### src/rtl/slice_scan_sequencer_pkg.sv
`default_nettype none
// +----------------------------------------------------------------------------+
// | Module      : slice_scan_sequencer_pkg                                     |
// | Description : Shared state encoding, mode constants and a width helper    |
// |               for the slice scan sequencer and its dwell timer.            |
// | Revision    : 1.0 - initial release                                        |
// +----------------------------------------------------------------------------+
package slice_scan_sequencer_pkg;

    typedef enum logic [1:0] {
        ST_IDLE   = 2'd0,
        ST_STATIC = 2'd1,
        ST_SCAN   = 2'd2
    } state_t;

    localparam logic c_mode_static = 1'b0;
    localparam logic c_mode_scan   = 1'b1;

    // Counter width for a modulo-n counter; never below one bit so that a
    // dwell of a single cycle still yields a legal vector.
    function automatic int unsigned cnt_width(input int unsigned n);
        return (n <= 1) ? 1 : $clog2(n);
    endfunction

endpackage
`default_nettype wire

### src/rtl/slice_scan_sequencer_dwell_timer.sv
`default_nettype none
// +----------------------------------------------------------------------------+
// | Module      : slice_scan_sequencer_dwell_timer                             |
// | Description : Modulo-DWELL_CYCLES counter with enable and clear. o_expire  |
// |               is high in the enabled cycle where the count is at its last  |
// |               value; the counter wraps to zero on that edge.               |
// | Ports       : clk, rst_n (async, active low), i_en, i_clr, o_expire        |
// | Revision    : 1.0 - initial release                                        |
// +----------------------------------------------------------------------------+
module slice_scan_sequencer_dwell_timer
    import slice_scan_sequencer_pkg::*;
#(
    parameter int unsigned DWELL_CYCLES = 4
) (
    input  logic clk,
    input  logic rst_n,
    input  logic i_en,
    input  logic i_clr,
    output logic o_expire
);

    localparam int unsigned          c_cnt_w = cnt_width(DWELL_CYCLES);
    localparam logic [c_cnt_w-1:0]   c_last  = c_cnt_w'(DWELL_CYCLES - 1);

    logic [c_cnt_w-1:0] r_count;

    assign o_expire = i_en && (r_count == c_last);

    always_ff @(posedge clk or negedge rst_n) begin
        if (!rst_n) begin
            r_count <= '0;
        end else if (i_clr || o_expire) begin
            r_count <= '0;
        end else if (i_en) begin
            r_count <= r_count + 1'b1;
        end
    end

endmodule
`default_nettype wire

### src/rtl/slice_scan_sequencer.sv
`default_nettype none
// +----------------------------------------------------------------------------+
// | Module      : slice_scan_sequencer                                         |
// | Description : Buffers an IN_W-bit word (one-entry pending register), cuts  |
// |               it into SLICE_W-bit slices and drives display/LED outputs    |
// |               statically (top/bottom slice) or by scanning every slice     |
// |               with a programmable dwell, MSB slice first.                  |
// | Ports       : clk, rst_n (async, active low)                               |
// |               in_valid/in_ready/in_data  - word input handshake            |
// |               mode (0 static, 1 scan), hold (freeze scan)                  |
// |               display_out, led_out, slice_idx, frame_done - registered     |
// | Revision    : 1.0 - initial release                                        |
// +----------------------------------------------------------------------------+
module slice_scan_sequencer
    import slice_scan_sequencer_pkg::*;
#(
    parameter  int unsigned IN_W         = 32,
    parameter  int unsigned SLICE_W      = 16,
    parameter  int unsigned DWELL_CYCLES = 100_000_000,
    localparam int unsigned N_SLICES     = IN_W / SLICE_W,
    localparam int unsigned IDX_W        = $clog2(N_SLICES)
) (
    input  logic               clk,
    input  logic               rst_n,
    input  logic               in_valid,
    output logic               in_ready,
    input  logic [IN_W-1:0]    in_data,
    input  logic               mode,
    input  logic               hold,
    output logic [SLICE_W-1:0] display_out,
    output logic [SLICE_W-1:0] led_out,
    output logic [IDX_W-1:0]   slice_idx,
    output logic               frame_done
);

    generate
        if ((IN_W % SLICE_W) != 0 || N_SLICES < 2 || N_SLICES > SLICE_W) begin : g_bad_cfg
            $error("slice_scan_sequencer: IN_W must be a multiple of SLICE_W with 2 <= N_SLICES <= SLICE_W");
        end
    endgenerate

    localparam logic [IDX_W-1:0]   c_idx_top = IDX_W'(N_SLICES - 1);
    localparam logic [SLICE_W-1:0] c_one     = SLICE_W'(1);

    state_t             r_state, w_state_nxt;
    logic               r_pend_valid;
    logic [IN_W-1:0]    r_pend_data;
    logic [IN_W-1:0]    r_active;
    logic [IDX_W-1:0]   r_idx, w_idx_nxt;
    logic [SLICE_W-1:0] r_display, r_led;
    logic [IDX_W-1:0]   r_slice_idx;
    logic               r_frame_done;

    logic               w_accept;
    logic               w_xfer;
    logic               w_frame_end;
    logic               w_scan_run;
    logic               w_scan_clr;
    logic               w_expire;
    logic [SLICE_W-1:0] w_slice_sel;

    assign in_ready    = !r_pend_valid;
    assign w_accept    = in_valid && !r_pend_valid;

    // The dwell counter only runs while actually scanning; any other
    // situation (idle, static, leaving scan) parks it at zero so a fresh
    // scan always starts with a full dwell.
    assign w_scan_run  = (r_state == ST_SCAN) && (mode == c_mode_scan) && !hold;
    assign w_scan_clr  = !((r_state == ST_SCAN) && (mode == c_mode_scan));

    slice_scan_sequencer_dwell_timer #(
        .DWELL_CYCLES (DWELL_CYCLES)
    ) u_dwell_timer (
        .clk      (clk),
        .rst_n    (rst_n),
        .i_en     (w_scan_run),
        .i_clr    (w_scan_clr),
        .o_expire (w_expire)
    );

    // ------------------------------------------------------------------
    // FSM: state register
    // ------------------------------------------------------------------
    always_ff @(posedge clk or negedge rst_n) begin
        if (!rst_n) begin
            r_state <= ST_IDLE;
        end else begin
            r_state <= w_state_nxt;
        end
    end

    // ------------------------------------------------------------------
    // FSM: next state, slice index step and pending->active transfer
    // ------------------------------------------------------------------
    always_comb begin
        w_state_nxt = r_state;
        w_idx_nxt   = r_idx;
        w_xfer      = 1'b0;
        w_frame_end = 1'b0;
        unique case (r_state)
            ST_IDLE: begin
                if (r_pend_valid) begin
                    w_xfer = 1'b1;
                    if (mode == c_mode_scan) begin
                        w_state_nxt = ST_SCAN;
                        w_idx_nxt   = c_idx_top;
                    end else begin
                        w_state_nxt = ST_STATIC;
                        w_idx_nxt   = '0;
                    end
                end
            end
            ST_STATIC: begin
                w_xfer = r_pend_valid;
                if (mode == c_mode_scan) begin
                    w_state_nxt = ST_SCAN;
                    w_idx_nxt   = c_idx_top;
                end
            end
            ST_SCAN: begin
                if (mode == c_mode_static) begin
                    w_xfer      = r_pend_valid;
                    w_state_nxt = ST_STATIC;
                    w_idx_nxt   = '0;
                end else if (w_expire) begin
                    if (r_idx == '0) begin
                        // Only a frame boundary may swap in the waiting word,
                        // so a frame is never shown half old, half new.
                        w_idx_nxt   = c_idx_top;
                        w_frame_end = 1'b1;
                        w_xfer      = r_pend_valid;
                    end else begin
                        w_idx_nxt   = r_idx - 1'b1;
                    end
                end
            end
            default: begin
                w_state_nxt = ST_IDLE;
                w_idx_nxt   = '0;
            end
        endcase
    end

    // ------------------------------------------------------------------
    // Pending / active word registers and scan index
    // ------------------------------------------------------------------
    always_ff @(posedge clk or negedge rst_n) begin
        if (!rst_n) begin
            r_pend_valid <= 1'b0;
            r_pend_data  <= '0;
            r_active     <= '0;
            r_idx        <= '0;
        end else begin
            // Accept and transfer are mutually exclusive: accepting needs an
            // empty pending slot, transferring needs a full one.
            if (w_accept) begin
                r_pend_valid <= 1'b1;
                r_pend_data  <= in_data;
            end else if (w_xfer) begin
                r_pend_valid <= 1'b0;
            end
            if (w_xfer) begin
                r_active <= r_pend_data;
            end
            r_idx <= w_idx_nxt;
        end
    end

    // ------------------------------------------------------------------
    // Output registers: one edge behind the active word / scan index
    // ------------------------------------------------------------------
    assign w_slice_sel = r_active[int'(r_idx) * SLICE_W +: SLICE_W];

    always_ff @(posedge clk or negedge rst_n) begin
        if (!rst_n) begin
            r_display    <= '0;
            r_led        <= '0;
            r_slice_idx  <= '0;
            r_frame_done <= 1'b0;
        end else begin
            r_frame_done <= w_frame_end;
            unique case (r_state)
                ST_STATIC: begin
                    r_display   <= r_active[IN_W-1 -: SLICE_W];
                    r_led       <= r_active[SLICE_W-1:0];
                    r_slice_idx <= '0;
                end
                ST_SCAN: begin
                    r_display   <= w_slice_sel;
                    r_led       <= c_one << r_idx;
                    r_slice_idx <= r_idx;
                end
                default: begin
                    r_display   <= '0;
                    r_led       <= '0;
                    r_slice_idx <= '0;
                end
            endcase
        end
    end

    assign display_out = r_display;
    assign led_out     = r_led;
    assign slice_idx   = r_slice_idx;
    assign frame_done  = r_frame_done;

endmodule
`default_nettype wire

### config.mk
export PLATFORM = sky130hd
export DESIGN_NAME = slice_scan_sequencer
export DESIGN_NICKNAME = d
export VERILOG_FILES = /design/src/rtl/slice_scan_sequencer_pkg.sv /design/src/rtl/slice_scan_sequencer_dwell_timer.sv /design/src/rtl/slice_scan_sequencer.sv
export SDC_FILE = /design/constraint.sdc
export NUM_CORES = 1
export LEC_CHECK = 0
export ABC_AREA = 1
export BUFFER_PORTS_ARGS = -buffer_cell sky130_fd_sc_hd__buf_2
export CAP_MARGIN = 10
export CORE_MARGIN = 2
export CORE_UTILIZATION = 50
export CTS_BUF_LIST = sky130_fd_sc_hd__clkbuf_4 sky130_fd_sc_hd__clkbuf_8
export CTS_CLUSTER_DIAMETER = 30
export CTS_CLUSTER_SIZE = 30
export DETAILED_ROUTE_END_ITERATION = 7
export PLACE_DENSITY = 0.71
export SYNTH_ARGS = -nofsm -noshare
export SYNTH_HDL_FRONTEND = slang
export SYNTH_SLANG_ARGS = --single-unit
### constraint.sdc
create_clock -name clk -period 2.65 [get_ports clk]
set_clock_uncertainty 0.15 [all_clocks]
set_input_delay 0.3975 -clock clk [delete_from_list [all_inputs] [get_ports clk]]
set_output_delay 0.3975 -clock clk [all_outputs]
set_load 0.005 [all_outputs]
==> results of run 1 <==
==> cells in the mapped netlist (all sizes together) <==
cell / instances
clkinv: 1
a21oi: 11
o21ai: 9
nand2: 171
inv: 54
o21a: 1
nand3: 56
a31o: 1
o22ai: 15
nand4: 4
xor2: 2
nor2: 81
o21bai: 1
and3: 1
a31oi: 2
buf: 13
nor3: 7
and2: 1
a21boi: 1
clkbuf: 7
dfrtp: 129
mux2: 32
ha: 6
a211oi: 1
==> routing by layer <==
layer	wire (microns)	GRT usage, %	up-vias	share of wire [%]
met5	0	0	-	0
met4	166	7.052	0	1.4
met3	727	5.809	16	6.0
met2	5993	36.68	134	49
met1	5263	29.22	2112	43
li1	-	-	2113	-
==> flip-flops by register name, indices dropped and copies added, names as in the netlist <==
register / flops
r_active: 32
r_pend_data: 32
u_dwell_timer.r_count: 27
display_out: 16
led_out: 16
r_state: 2
frame_done: 1
r_idx: 1
r_pend_valid: 1
slice_idx: 1
==> logic make-up (layout without fill, tap and decap cells) <==
| kind of cell | Yosys count | after routing | share of synthesized area (%) |
|---|---|---|---|
| AND/OR/NAND/NOR | 321 | 321 | 23.99 |
| flip-flops | 129 | 129 | 57.74 |
| buffers and inverters | 75 | 171 | 5.774 |
| AO/OA/AOI/OAI | 42 | 42 | 4.387 |
| multiplexers | 32 | 32 | 6.446 |
| adder cells (fa/ha/maj) | 6 | 6 | 1.343 |
| XOR/XNOR | 2 | 2 | 0.3134 |
==> path summary, 6_finish.rpt <==
| path | cells after the start | to | from | slack, ps |
|---|---|---|---|---|
| min | 2 | r_pend_data[12] | in_data[12] | 30 |
| max | 11 | r_active[20] | r_state[0] | 390 |
| min reg2reg | 2 | r_active[14] | r_active[14] | 320 |
| min in group asynchronous | 2 | u_dwell_timer.r_count[10] | rst_n | 350 |
| max reg2reg | 11 | r_active[20] | r_state[0] | 390 |
| max in group asynchronous | 3 | r_pend_data[26] | rst_n | 1310 |
==> where the power goes <==
part,internal [W],switching (W),total (W)
registers,0.00266,0.000380,0.00304
logic,0.000895,0.00141,0.00230
clock network,0.00113,0.000778,0.00191
==> critical path: stages (launching register included) <==
cell,delay [ps]
dfrtp_1,440
inv_1,130
ha_1,220
nand2_1,120
inv_1,120
nand3_1,140
nor2_4,140
nand3_2,110
nand2_4,90
buf_4,310
nand3_1,130
nand2_1,100
==> layout make-up <==
cell class / instances / area [sq um] / share of cell area, %
Multi-Input combinational cell: 403 / 2042 / 31.00
Clock buffer: 21 / 289.0 / 4.387
Sequential cell: 129 / 3228 / 49.00
Inverter: 55 / 206.4 / 3.134
Timing Repair Buffer: 84 / 470.5 / 7.141
Tap cell: 140 / 175.2 / 2.659
Clock inverter: 11 / 176.4 / 2.678
==> per-stage QoR <==
| stage | area (sq um) | instances | power, W | worst slack (ps) | hold WS, ps |
|---|---|---|---|---|---|
| finish | 6588 | 843 | 0.007249 | 387.9 | 30.71 |
| global route | 6588 | 843 | 0.007759 | 194.7 | 12.50 |
| CTS | 6588 | 843 | 0.007298 | 388.9 | 12.40 |
| detailed placement | 6112 | 810 | 0.005370 | 428.5 | 293.7 |
| global placement | 6112 | 810 | 0.005261 | 538.5 | 289.4 |
| floorplan | 5590 | 607 | 0.004644 | 734.3 | -48.09 |
==> layout by cell type (no fill, tap or decap), types with 7 or more instances in the layout <==
| cell | count |
|---|---|
| a21oi_1 | 11 |
| buf_2 | 70 |
| buf_4 | 12 |
| clkbuf_8 | 21 |
| dfrtp_1 | 129 |
| inv_1 | 54 |
| mux2_2 | 32 |
| nand2_1 | 167 |
| nand3_1 | 55 |
| nor2_1 | 75 |
| nor3_1 | 7 |
| o21ai_0 | 9 |
| o22ai_1 | 15 |
==> results.rst, run 1 <==
.. list-table::
   :header-rows: 1

   * - Metric
     - Value
   * - Antenna violations before repair
     - 0
   * - Library cell occupying the most area in the post-synthesis netlist
     - dfrtp_1
   * - Number of buffers added to fix hold violations after cts
     - 1
   * - Via count of the first global-routing pass
     - 4280
   * - Top-area cell type share of the netlist area
     - 57.74%
   * - Longest Clk Path Bufs
     - 2
   * - Root Buffer Master
     - clkbuf_8
   * - Detailed placement HPWL
     - 8473 microns
   * - Final Slew Violations
     - 0
   * - Share of synthesized area occupied by flip-flops and latches
     - 57.74%
   * - Relative slew slack
     - 60.37%
   * - Final TNS setup
     - 0 ps
   * - Yosys Warn Count
     - 0
   * - Vias per Instance
     - 5.190
   * - Number of gates resized after CTS
     - 0
   * - Insertion delay to the later sink of the worst-skew pair
     - 440 ps
   * - IO Count
     - 72
   * - Count of cell types in the netlist
     - 32
   * - Count of endpoints failing setup in the final report
     - 0
   * - Pwr per Cell Area
     - 1100 nW/um^2
   * - Number of antenna repair diodes
     - 0
   * - Clock slew at reported path FFs
     - 80 ps
   * - Floorplan core area
     - 10890 sq um
   * - Hold Crit Class
     - input port to register
   * - Pin count of the biggest net entering global routing
     - 54
   * - Number of nets still failing antenna checks after routing
     - 0
   * - Part of the cycle the worst path needs
     - 85.36%
   * - Syn Nets
     - 650
   * - Final wirelength
     - 12150 microns
   * - Cell types with the largest area share after synthesis
     - dfrtp_1 (58%), nand2_1 (11%), mux2_2 (6.4%)
   * - Post CTS Setup Buffer Count
     - 0
   * - Clock H-tree levels
     - 4
   * - Final core area utilization
     - 60.50%
   * - Area overhead of the layout relative to synthesis
     - 17.84%
   * - Slew at the pin closest to its max-slew limit
     - 594.4 ps
   * - Final Net Count
     - 733
   * - DIE AREA
     - 12040 sq um
   * - Share of post-route cells with drive strength above 1
     - 22.62%
   * - Initial DRC Count
     - 313
   * - Arrival time worst endpoint
     - 2490 ps
   * - Worst-path fanout max
     - 33
   * - Floorplan row count
     - 38
   * - Post-synthesis average cell area
     - 9.210 sq um
   * - Final Wtd Congestion
     - 0.9244
   * - Die outline width
     - 109.7 microns
   * - Unrepaired setup endpoints after global routing
     - no
   * - Critical Path End Type
     - register
   * - Length of the first detailed-routing pass in iterations
     - 5
   * - Hold Fails Final Rpt
     - 0
   * - Vias post-DR
     - 4375
   * - First-pass GRT wire length
     - 20330 microns
   * - Remaining DRCs
     - 0
   * - CTS tree
     - built
   * - Number of inserted filler cells in the final layout
     - 938
   * - Total standard cell area after synthesis
     - 5590 sq um
   * - WP data required
     - 2880 ps
   * - Starting density of the core
     - 51.34%
   * - Highest attainable clock frequency
     - 442.1 MHz
   * - Outcome
     - complete, no violations
   * - Shortest period the worst path allows
     - 2262 ps
   * - Total clock buffers created by CTS
     - 17
   * - Number of cells produced by synthesis
     - 607
   * - Buffers on Ports
     - 71
   * - Leak
     - 3.279 nW
   * - Number of register bits inferred by synthesis
     - 129
   * - Sink count of the clock tree
     - 129
   * - Total gr overflow
     - 0
   * - GRT Total Usage
     - 22.38%
   * - Largest vdd supply drop
     - 0.7112 mV
   * - Category of the worst setup path launch point
     - register
   * - Kind of critical path
     - register to register
   * - Height of the die
     - 109.7 microns
   * - Count of maximum capacitance violations
     - 0
   * - Wirelength per Cell
     - 14.41 microns
No activity file was read; power rests on OpenSTA's default activity.
==> inputs of run 2 (changes only) <==
--- a/config.mk
+++ b/config.mk
@@ -8,13 +8,16 @@
 export ABC_AREA = 1
 export BUFFER_PORTS_ARGS = -buffer_cell sky130_fd_sc_hd__buf_2
 export CAP_MARGIN = 10
+export CELL_PAD_IN_SITES_DETAIL_PLACEMENT = 1
+export CELL_PAD_IN_SITES_GLOBAL_PLACEMENT = 1
+export CORE_ASPECT_RATIO = 1.75
 export CORE_MARGIN = 2
-export CORE_UTILIZATION = 50
+export CORE_UTILIZATION = 46
 export CTS_BUF_LIST = sky130_fd_sc_hd__clkbuf_4 sky130_fd_sc_hd__clkbuf_8
 export CTS_CLUSTER_DIAMETER = 30
 export CTS_CLUSTER_SIZE = 30
 export DETAILED_ROUTE_END_ITERATION = 7
-export PLACE_DENSITY = 0.71
+export PLACE_DENSITY_LB_ADDON = 0.1
 export SYNTH_ARGS = -nofsm -noshare
 export SYNTH_HDL_FRONTEND = slang
 export SYNTH_SLANG_ARGS = --single-unit
==> run 2 against run 1 <==
Sequential share of layout area is 0.55 points higher. Critical path depth unchanged. Sequential power barely moved. Critical path type unchanged. Largest power group unchanged. Design area fell by 1.1%. Global-route usage grew 2.2 points. Largest cell class unchanged. Sequential cell count unchanged. Clock power shrank 13%. Cell count shrank 0.47%. Combinational power about the same. Wire length rose by 19%. Hold slack worse by 2.7 ps.
==> results.rst, run 2 (synthesis gave the netlist of run 1 again) <==
.. list-table::
   :header-rows: 1

   * - Metric
     - Value
   * - IO Count
     - 72
   * - Slew at the pin closest to its max-slew limit
     - 674.6 ps
   * - Shortest period the worst path allows
     - 2301 ps
   * - Final Slew Violations
     - 0
   * - Height of the die
     - 149.8 microns
   * - Final cell count without fillers
     - 839
   * - Commonest non-fill, non-tap cell in the layout
     - nand2_1
   * - Pin count of the biggest net entering global routing
     - 63
   * - Unrepaired setup endpoints after global routing
     - no
   * - First-pass GRT wire length
     - 24160 microns
   * - Placed Cells incl. Taps
     - 804
   * - Critical Path End Type
     - register
   * - Largest registers
     - r_active (32), r_pend_data (32), u_dwell_timer.r_count (27)
   * - Vias per Instance
     - 5.249
   * - Worst setup endpoint
     - r_active[31]
   * - Pwr per Cell Area
     - 1077 nW/um^2
   * - DIE AREA
     - 13090 sq um
   * - Worst reg-to-reg setup slack
     - 350 ps
   * - Endpoint of the most critical register-to-register path
     - r_active[31]
   * - Number of antenna repair diodes
     - 0
   * - Sink count of the clock tree
     - 129
   * - Origin of the worst setup path
     - r_state[0]
   * - Final TNS setup
     - 0 ps
   * - Final wirelength
     - 14400 microns
   * - Category of the worst setup path launch point
     - register
   * - Starting density of the core
     - 46.83%
   * - Part of the cycle the worst path needs
     - 86.82%
   * - Arrival time worst endpoint
     - 2530 ps
   * - Clock H-tree levels
     - 4
   * - Antenna violations before repair
     - 0
   * - Via count of the first global-routing pass
     - 4941
   * - Vias post-DR
     - 4404
   * - Longest Clk Path Bufs
     - 2
   * - R2R depth
     - 11
   * - Final Net Count
     - 733
   * - Area overhead of the layout relative to synthesis
     - 16.54%
   * - CTS tree
     - built
   * - Remaining DRCs
     - 0
   * - Clock slew at reported path FFs
     - 80 ps
   * - Number of nets still failing antenna checks after routing
     - 0
   * - Critical R2R Launch
     - r_state[0]
   * - Number of buffer and inverter stages on the critical path
     - 3
   * - Floorplan row count
     - 53
   * - Root Buffer Master
     - clkbuf_8
   * - Hold Startpoint
     - in_data[14]
   * - Kind of critical path
     - register to register
   * - Insertion delay to the later sink of the worst-skew pair
     - 440 ps
   * - Hold Fails Final Rpt
     - 0
   * - Length of the first detailed-routing pass in iterations
     - 4
   * - Final Wtd Congestion
     - 0.8533
   * - Leak
     - 3.250 nW
   * - Outcome
     - complete, no violations
   * - Share of post-route cells with drive strength above 1
     - 22.08%
   * - Highest attainable clock frequency
     - 434.6 MHz
   * - Count of maximum capacitance violations
     - 0
   * - Relative slew slack
     - 55.03%
   * - Worst-path fanout max
     - 29
   * - Most frequent cells in the layout
     - nand2_1 (167), dfrtp_1 (129), nor2_1 (75)
   * - Total placed instance area
     - 6086 sq um
   * - Count of endpoints failing setup in the final report
     - 0
   * - Floorplan core area
     - 11940 sq um
   * - Die outline width
     - 87.34 microns
   * - Count of cell instances traversed by the critical path
     - 11
   * - Buffers on Ports
     - 71
   * - Largest vdd supply drop
     - 0.7646 mV
   * - Initial DRC Count
     - 168
   * - Cell type of the slowest stage on the worst timing path
     - dfrtp_1
   * - Total clock buffers created by CTS
     - 17
   * - Number of inserted filler cells in the final layout
     - 1434
   * - Detailed placement HPWL
     - 10990 microns
   * - Crit path max-delay family
     - simple AND/OR/NAND/NOR gates
   * - WP data required
     - 2880 ps
   * - GRT Total Usage
     - 24.58%
   * - Wirelength per Cell
     - 17.17 microns
   * - Total gr overflow
     - 0
   * - Final Cell Area
     - 6515 sq um
   * - Hold Crit Class
     - input port to register
   * - Cell-by-cell listing of the critical path
     - inv_1 > ha_1 > nand2_1 > inv_1 > nand3_1 > nor2_4 > nand3_2 > nand2_4 > buf_4 > nand3_1 > nand2_1
   * - Slowest cell delay on critical path
     - 430 ps
run 2: cell types whose count changed in the layout (fill, tap and decap cells not counted):
| cell | previous run | this run |
|---|---|---|
| clkinvlp_4 | 4 | 2 |
| inv_6 | 1 | 4 |
| clkinv_4 | 2 | 4 |
| bufinv_16 | 4 | 2 |
| clkbuf_8 | 21 | 17 |
| buf_4 | 12 | 9 |
| clkinv_2 | 0 | 2 |
| dlygate4sd3_1 | 1 | 4 |
run 2: worst min path at each step:
| stage | to | slack, ps | cells past startpoint |
|---|---|---|---|
| after CTS | r_pend_data[10] | 3 | 2 |
| after global routing | r_pend_data[24] | 0.05 | 2 |
| final | r_pend_data[14] | 30 | 2 |
| after detailed placement | r_active[3] | 310 | 2 |
| after floorplan | display_out[0] | -50 | 0 |
| after global placement | r_idx | 310 | 1 |
run 2: final cells by class:
type,count,area [sq um],area share [%]
Clock inverter,14,155.1,2.381
Tap cell,137,171.4,2.631
Clock buffer,17,234.0,3.591
Multi-Input combinational cell,403,2042,31.34
Inverter,55,206.4,3.169
Sequential cell,129,3228,49.55
Timing Repair Buffer,84,478.0,7.336
run 2: per-stage QoR:
stage / util, % / setup slack [ps] / hold slack, ps / power (W)
floorplan: - / 734.3 / -48.09 / 0.004644
global route: 54.58 / 163.9 / 0.05251 / 0.007578
CTS: 54.33 / 340.3 / 3.225 / 0.007114
global placement: 50.99 / 479.2 / 307.0 / 0.005269
finish: 54.58 / 349.1 / 28.01 / 0.007014
detailed placement: 50.99 / 387.5 / 310.5 / 0.005413
run 2: timing repair:
| action | 4_1_cts | 5_1_grt |
|---|---|---|
| setup endpoints to repair | 0 | 0 |
| hold endpoints to repair | 50 | 3 |
| hold buffers | 1 | 3 |
| gates resized for setup | 0 | 0 |
| buffers inserted | 0 | 0 |
run 2: power breakdown:
group / internal [W] / switching [W] / total [W]
clock network: 0.000842 / 0.000815 / 0.00166
registers: 0.00266 / 0.000376 / 0.00303
logic: 0.000884 / 0.00144 / 0.00232
run 2: routing by layer:
metal  vias up  part of all wire (%)  track usage (%)
met4         0                   2.8            9.154
met2        83                    59            47.01
met3        28                   2.7            6.012
met5         -                     0                0
li1       2114                     -                -
met1      2179                    35            24.76
==> inputs of run 3 (changes only) <==
--- a/config.mk
+++ b/config.mk
@@ -6,7 +6,7 @@
 export NUM_CORES = 1
 export LEC_CHECK = 0
 export ABC_AREA = 1
-export BUFFER_PORTS_ARGS = -buffer_cell sky130_fd_sc_hd__buf_2
+export BUFFER_PORTS_ARGS = -buffer_cell sky130_fd_sc_hd__buf_4
 export CAP_MARGIN = 10
 export CELL_PAD_IN_SITES_DETAIL_PLACEMENT = 1
 export CELL_PAD_IN_SITES_GLOBAL_PLACEMENT = 1
==> run 3 against run 2 <==
Setup slack got worse by 53 ps. Clock power barely moved. Highest routed layer unchanged. Hold slack better by 7.8 ps. Clock-buffer cell count rose by 1. Sequential power is essentially flat. Sequential cell count stayed put.
==> results.rst, run 3 (synthesis gave the netlist of run 1 again) <==
.. list-table::
   :header-rows: 1

   * - Metric
     - Value
   * - Final wirelength
     - 14430 microns
   * - Count of endpoints failing setup in the final report
     - 0
   * - Part of the cycle the worst path needs
     - 88.81%
   * - Starting density of the core
     - 46.83%
   * - Final core area utilization
     - 55.93%
   * - Kind of critical path
     - register to register
   * - CTS tree
     - built
   * - Buffers on Ports
     - 71
   * - Critical Path End Type
     - register
   * - Pwr per Cell Area
     - 1072 nW/um^2
   * - Via count of the first global-routing pass
     - 4986
   * - Relative slew slack
     - 62.06%
   * - Hold Crit Class
     - input port to register
   * - Area overhead of the layout relative to synthesis
     - 19.43%
   * - Insertion delay to the later sink of the worst-skew pair
     - 440 ps
   * - Length of the first detailed-routing pass in iterations
     - 6
   * - Critical R2R Launch
     - r_state[0]
   * - Number of buffer and inverter stages on the critical path
     - 3
   * - Floorplan row count
     - 53
   * - Category of the worst setup path launch point
     - register
   * - Final Wtd Congestion
     - 0.9033
   * - Clock slew at reported path FFs
     - 80 ps
   * - Worst-path fanout max
     - 28
   * - Final TNS setup
     - 0 ps
   * - Final Cell Area
     - 6676 sq um
   * - Count of maximum capacitance violations
     - 0
   * - Detailed placement HPWL
     - 10920 microns
   * - Vias per Instance
     - 5.342
   * - Share of post-route cells with drive strength above 1
     - 22.40%
   * - Wirelength per Cell
     - 17.21 microns
   * - Floorplan core area
     - 11940 sq um
   * - Number of inserted filler cells in the final layout
     - 1413
   * - First-pass GRT wire length
     - 23750 microns
   * - Cell-by-cell listing of the critical path
     - inv_1 > ha_1 > nand2_1 > inv_1 > nand3_1 > nor2_4 > nand3_2 > nand2_4 > buf_4 > nand3_1 > nand2_1
   * - Total gr overflow
     - 0
   * - DIE AREA
     - 13090 sq um
   * - Crit path max-delay family
     - simple AND/OR/NAND/NOR gates
   * - Sink count of the clock tree
     - 129
   * - Slew at the pin closest to its max-slew limit
     - 569.0 ps
   * - Most frequent cells in the layout
     - nand2_1 (167), dfrtp_1 (129), buf_4 (80)
   * - Initial DRC Count
     - 129
   * - Cell type of the slowest stage on the worst timing path
     - dfrtp_1
   * - Commonest non-fill, non-tap cell in the layout
     - nand2_1
   * - Clock H-tree levels
     - 4
   * - Arrival time worst endpoint
     - 2570 ps
   * - Hold Startpoint
     - in_data[19]
   * - Origin of the worst setup path
     - r_state[0]
   * - WP data required
     - 2870 ps
   * - Pin count of the biggest net entering global routing
     - 70
   * - Largest registers
     - r_active (32), r_pend_data (32), u_dwell_timer.r_count (27)
   * - Shortest period the worst path allows
     - 2353 ps
   * - Antenna violations before repair
     - 1
   * - Outcome
     - complete, no violations
   * - Number of nets still failing antenna checks after routing
     - 0
   * - Highest attainable clock frequency
     - 424.9 MHz
   * - Unrepaired setup endpoints after global routing
     - no
   * - Die outline width
     - 87.34 microns
   * - Longest Clk Path Bufs
     - 2
   * - IO Count
     - 72
   * - Final Slew Violations
     - 0
   * - Total placed instance area
     - 6269 sq um
   * - Remaining DRCs
     - 0
   * - Leak
     - 3.275 nW
   * - GRT Total Usage
     - 24.00%
   * - Total clock buffers created by CTS
     - 17
   * - Slowest cell delay on critical path
     - 440 ps
   * - Number of antenna repair diodes
     - 0
   * - Height of the die
     - 149.8 microns
   * - Root Buffer Master
     - clkbuf_8
   * - Final Net Count
     - 731
   * - Largest vdd supply drop
     - 0.6386 mV
   * - Vias post-DR
     - 4477
   * - Hold Fails Final Rpt
     - 0
==> run 3: cell types whose count changed in the layout (fill, tap and decap cells not counted), sizes merged <==
| cell | previous run | this run |
|---|---|---|
| dlygate4sd3 | 4 | 1 |
| buf | 80 | 81 |
| clkbuf | 17 | 18 |
| clkinv | 7 | 6 |
| clkinvlp | 2 | 3 |
==> run 3: where the power goes <==
part	leakage (nW)	internal, W	switching (W)
Clock	0.195	0.000860	0.000817
Combinational	1.41	0.000979	0.00145
Sequential	1.67	0.00266	0.000390
==> run 3: stage by stage <==
stage                     hold WS (ps)  instances  setup WS [ps]  power, W
after floorplan                 -48.09        607          734.3  0.004644
final                            35.83        838          296.6  0.007156
after global routing             7.878        838          128.9  0.007669
after detailed placement         283.1        805          319.8  0.005541
after global placement           271.3        805          504.2  0.005397
after CTS                        14.90        838          289.0  0.007250
==> run 3: final timing paths <==
check / endpoint / slack [ps] / cells past startpoint
setup / recovery: r_active[20] / 300 / 11
hold / removal: r_pend_data[19] / 40 / 2
setup reg to reg: r_active[20] / 300 / 11
hold reg to reg: r_active[16] / 330 / 2
max in group asynchronous: r_active[18] / 1240 / 3
min in group asynchronous: slice_idx / 340 / 2
==> run 3: layer usage <==
layer / vias to the layer above / part of all wire, % / global-route usage (%)
met3: 30 / 2.9 / 5.295
met2: 103 / 58 / 45.64
met1: 2239 / 36 / 23.53
met4: 0 / 3.4 / 11.62
met5: - / 0 / 0
li1: 2105 / - / -
==> run 3: repair_timing <==
| action | in CTS | in global routing |
|---|---|---|
| buffers inserted | 0 | 0 |
| resized for setup | 0 | 0 |
| endpoints found under the hold margin | 40 | 0 |
| hold buffers | 1 | 0 |
==> run 3: area by class of cell <==
| type | count | area (sq um) | area share (%) |
|---|---|---|---|
| clock buffers | 18 | 241.5 | 3.617 |
| inverters | 55 | 206.4 | 3.092 |
| flip-flops and latches | 129 | 3228 | 48.35 |
| clock inverters | 14 | 156.4 | 2.343 |
| multi-input cells | 403 | 2042 | 30.58 |
| well taps | 137 | 171.4 | 2.567 |
| repair buffers | 82 | 630.6 | 9.445 |
